$ cat config.mk
export PLATFORM = sky130hd
export DESIGN_NAME = ef9345_cmd_seq
export DESIGN_NICKNAME = d
export VERILOG_FILES = /design/src/rtl/ef9345_cmd_seq.sv
export SDC_FILE = /design/constraint.sdc
export NUM_CORES = 1
export LEC_CHECK = 0
export ABC_AREA = 1
export BUFFER_PORTS_ARGS = -buffer_cell sky130_fd_sc_hd__buf_2
export CORE_MARGIN = 4
export CORE_UTILIZATION = 53
export CTS_BUF_LIST = sky130_fd_sc_hd__clkbuf_16
export CTS_CLUSTER_DIAMETER = 100
export CTS_CLUSTER_SIZE = 16
export DETAILED_ROUTE_END_ITERATION = 6
export PLACE_DENSITY = 0.86
export SETUP_SLACK_MARGIN = 0.5
export SLEW_MARGIN = 20
export SYNTH_ARGS = -nofsm -noshare
export SYNTH_HDL_FRONTEND = slang
export SYNTH_SLANG_ARGS = --single-unit
export TNS_END_PERCENT = 20
$ cat constraint.sdc
create_clock -name clk_in -period 3.4 [get_ports clk_in]
set_clock_uncertainty 0.05 [all_clocks]
set_input_delay 0.17 -clock clk_in [delete_from_list [all_inputs] [get_ports clk_in]]
set_output_delay 0.17 -clock clk_in [all_outputs]
set_load 0.1 [all_outputs]
$ cat src/rtl/ef9345_cmd_seq.sv
// EF9345 indirect command sequencer: runs the R0 command (NOP/WRITE/READ/FILL)
// against single-port VRAM, yielding to display fetch whenever it requests.
//
// Ports:
//   clk_in, reset_       clock, async active-low reset
//   cmd_valid, cmd       R0 execute pulse and value ([7:4] opcode, [0] auto-inc)
//   r1_in, r6_in, r7_in  data, row and column registers at command start
//   busy                 command in progress (R0 bit 7)
//   r1_out, r1_load      READ result and its load strobe
//   r7_out, r7_load      updated column pointer and its load strobe
//   disp_req, disp_addr  display fetch request/address (has priority)
//   vram_*               VRAM port; rdata valid one cycle after address
module ef9345_cmd_seq #(
    parameter int AW = 14,
    parameter int DW = 8
) (
    input  logic          clk_in,
    input  logic          reset_,
    input  logic          cmd_valid,
    input  logic [7:0]    cmd,
    input  logic [DW-1:0] r1_in,
    input  logic [7:0]    r6_in,
    input  logic [7:0]    r7_in,
    output logic          busy,
    output logic [DW-1:0] r1_out,
    output logic          r1_load,
    output logic [7:0]    r7_out,
    output logic          r7_load,
    input  logic          disp_req,
    input  logic [AW-1:0] disp_addr,
    output logic [AW-1:0] vram_addr,
    output logic [DW-1:0] vram_wdata,
    output logic          vram_we,
    input  logic [DW-1:0] vram_rdata
);

    typedef enum logic [2:0] {
        IDLE, EXEC, WR, RA, RD, FL, DONE
    } state_t;

    state_t        state;
    logic [3:0]    op;
    logic          inc;
    logic [DW-1:0] data;
    logic [AW-9:0] row;
    logic [7:0]    x;

    // Opcode bits [3:1] and the upper row bits have no function here.
    logic unused_bits;
    assign unused_bits = ^{cmd[3:1], r6_in[7:AW-8]};

    // Display fetch wins the port in the same cycle it asks for it, so the
    // write enable must be gated combinationally rather than registered.
    assign vram_addr  = disp_req ? disp_addr : {row, x};
    assign vram_we    = !disp_req && (state == WR || state == FL);
    assign vram_wdata = data;

    always_ff @(posedge clk_in or negedge reset_) begin
        if (!reset_) begin
            state   <= IDLE;
            op      <= '0;
            inc     <= 1'b0;
            data    <= '0;
            row     <= '0;
            x       <= '0;
            busy    <= 1'b0;
            r1_out  <= '0;
            r1_load <= 1'b0;
            r7_out  <= '0;
            r7_load <= 1'b0;
        end else begin
            r1_load <= 1'b0;
            r7_load <= 1'b0;
            case (state)
                IDLE: begin
                    if (cmd_valid) begin
                        op    <= cmd[7:4];
                        inc   <= cmd[0];
                        data  <= r1_in;
                        row   <= r6_in[AW-9:0];
                        x     <= r7_in;
                        busy  <= 1'b1;
                        state <= EXEC;
                    end
                end
                EXEC: begin
                    case (op)
                        4'h1:    state <= WR;
                        4'h2:    state <= RA;
                        4'h3:    state <= FL;
                        default: state <= DONE;
                    endcase
                end
                WR: begin
                    if (!disp_req) begin
                        if (inc) begin
                            r7_out  <= x + 8'd1;
                            r7_load <= 1'b1;
                        end
                        state <= DONE;
                    end
                end
                RA: begin
                    if (!disp_req) state <= RD;
                end
                RD: begin
                    r1_out  <= vram_rdata;
                    r1_load <= 1'b1;
                    if (inc) begin
                        r7_out  <= x + 8'd1;
                        r7_load <= 1'b1;
                    end
                    state <= DONE;
                end
                FL: begin
                    if (!disp_req) begin
                        x <= x + 8'd1;
                        if (x == 8'hFF) begin
                            r7_out  <= 8'h00;
                            r7_load <= 1'b1;
                            state   <= DONE;
                        end
                    end
                end
                DONE: begin
                    busy  <= 1'b0;
                    state <= IDLE;
                end
                default: state <= IDLE;
            endcase
        end
    end

endmodule

==> flow_summary.toml <==
[setup_path]
cp_max_fo = 9
critPathLaunchType = "register"
crit_required_ns = 3.18
crit-reg2reg-launch = "state[2]"
crit_type = "reg2out"
crit_path_start = "state[2]"
regToRegSetupSlack_ns = 1.63
r2r_cells = 7
critical_path_arrival_ns = 1.76
r2r_end = "x[7]"
cp-end-kind = "output pin"

[synthesis]
yosysMostFrequentCell = "nand2_1"
synth_edf_count = 0
ys.warnings.count = 0
ys_seq_area_share_pct = 47.5
syn_avg_cell_area_um2 = 7.35
synth_nets = 410
async_reset_ff_share_pct = 100
synth_commonest_cells = "nand2_1 (178), dfrtp_1 (49), nand3_1 (30)"
synth_area_leaders = "dfrtp_1 (48%), nand2_1 (26%), nand3_1 (5.8%)"
synth_cells = 351
yosysTopAreaCell = "dfrtp_1"
synth_ff_type = "dfrtp_1"
ys_types = 29
synth_area_um2 = 2580
ys_ff_latch = 49
synth_top_area_share_pct = 47.5

[worst_hold_path]
hold_end = "vram_wdata[2]"
whs_path_depth = 3
min_path_type = "in2reg"
hp-start = "r1_in[2]"

[final_layout]
layout.nets = 502
fillers = 402
antenna_cells = 0
area_growth_pct = 24.6
drive_above_1_share_pct = 27.3

[detailed_routing]
routed.top_layer = "met4"
drc_errors = 0
drt_wl_total_mm = 6.02
routed-wl-met3_um = 566
first_pass_iters = 4
vias_per_cell = 4.93
wl_met1_mm = 2.56
vias = 2517
dr_wl_met2_mm = 2.75
detail-route-antenna-nets = 0
route.detailed.wl_per_inst_um = 11.8
drt_iter0_markers = 137

[placement]
dp_hpwl_mm = 4.42
io_buffers = 94
preCtsSetupSlack_ns = 1.66
place.gp.congestion = 0.893

[timing]
worstMarginPinSlew_ns = 0.630
fmax_mhz = 504
timing.slew.headroom_pct = 58.0
final_hold_viol_count = 0
setup_viol = 0
fin_tns_setup_ns = 0
layout_min_cycle_time_ns = 1.98
fin_crit_sh_pct = 58.3
report.final.slew_viol_count = 0
rsz0062_at_grt = "no"
fin_ws_ns = 1.42

[clocking]
clock_latency_ns = 0.28
cts_buffers = 5
cts_root_buf = "clkbuf_16"
cts_tree = "done"
h-tree-depth = 2
path_clk_slew_ns = 0.06
cts.sinks = 49
cts_buffer_depth = 2
post_cts_buffers = 0
cts_hold_buf = 0
post_cts_resized = 0

[floorplan]
initial_utilization_pct = 54.6
die_w_um = 77.8
dieArea_um2 = 6050
coreArea_um2 = 4720
ios = 100
die_h_um = 77.8
row_count = 25

[grt]
grtUsageTotal_pct = 21.0
grt_pass1_vias = 2396
grt_pass1_wl_mm = 10.4
grt_max_degree = 50
grt-ovfl-total = 0
antenna_found_initial = 0

[outcome]
status = "complete, no violations"

[run]
cap_violations = 0
[how the worst max path moves through the flow]
stage	slack [ns]	to	cells past startpoint
after floorplan	0.53	vram_addr[2]	3
after global placement	1.71	x[7]	7
after detailed placement	1.66	x[7]	7
after CTS	1.42	vram_we	6
after global routing	1.33	vram_we	5
final	1.42	vram_we	5
[cells in the final DEF, fill, tap and decap left out, types with 2 or more instances in the layout]
master / n
nand2_1: 178
buf_2: 93
dfrtp_1: 49
nand3_1: 30
inv_1: 21
o21ai_0: 14
nor2_1: 14
clkbuf_16: 5
a21oi_1: 4
inv_2: 3
nor2_2: 3
or2_2: 3
nand3_2: 2
nand2_2: 2
nand2_4: 2
nand3_4: 2
or2_0: 2
o21ai_1: 2
nand4_1: 2
buf_4: 2
[per-stage QoR]
| stage | area, µm² | cells | util (%) | hold slack (ns) |
|---|---|---|---|---|
| after floorplan | 2580 | 351 | - | -0.176 |
| after global placement | 3060 | 502 | 64.8 | 0.313 |
| after detailed placement | 3060 | 502 | 64.8 | 0.317 |
| after CTS | 3200 | 510 | 67.8 | 0.0204 |
| after global routing | 3220 | 511 | 68.1 | 0.0261 |
| final | 3220 | 511 | 68.1 | 0.0245 |
[worst max-delay path, cell delays in order (launching register included)]
cell and delay, ns:
dfrtp_1 0.55, nand3_4 0.18, nor2_4 0.19, inv_2 0.06, nand2_1 0.07, buf_2 0.43
[logic make-up after synthesis]
kind of cell    synth area share, %
simple gates                   40.6
flops                          47.5
buf+inv                        6.88
compound gates                 3.88
xor+xnor                      0.679
fa+ha+maj                     0.485
[cell type report]
cell class / instances / area [µm²] / share of cell area (%)
flip-flops and latches: 49 / 1230 / 38.1
multi-input cells: 266 / 1180 / 36.6
repair buffers: 96 / 490 / 15.2
clock buffers: 5 / 125 / 3.89
inverters: 25 / 96.3 / 2.99
well taps: 67 / 83.8 / 2.61
clock inverters: 3 / 17.5 / 0.545
[state kept, by name (all words and copies together), names as in the netlist]
name and count:
busy 1, inc 1, op 4, r1_load 1
r1_out 8, r7_load 1, r7_out 8, row 6
state 3, vram_wdata 8, x 8
[layer usage]
metal  vias to the layer above  GRT usage (%)
met4                         0           8.19
met5                         -              0
met2                       110           33.8
li1                       1274              -
met1                      1118           26.7
met3                        15           5.92
Power is left out: the tool's default activity adds up to more than one toggle a clock period on the data nets, which glitch-free logic cannot reach.
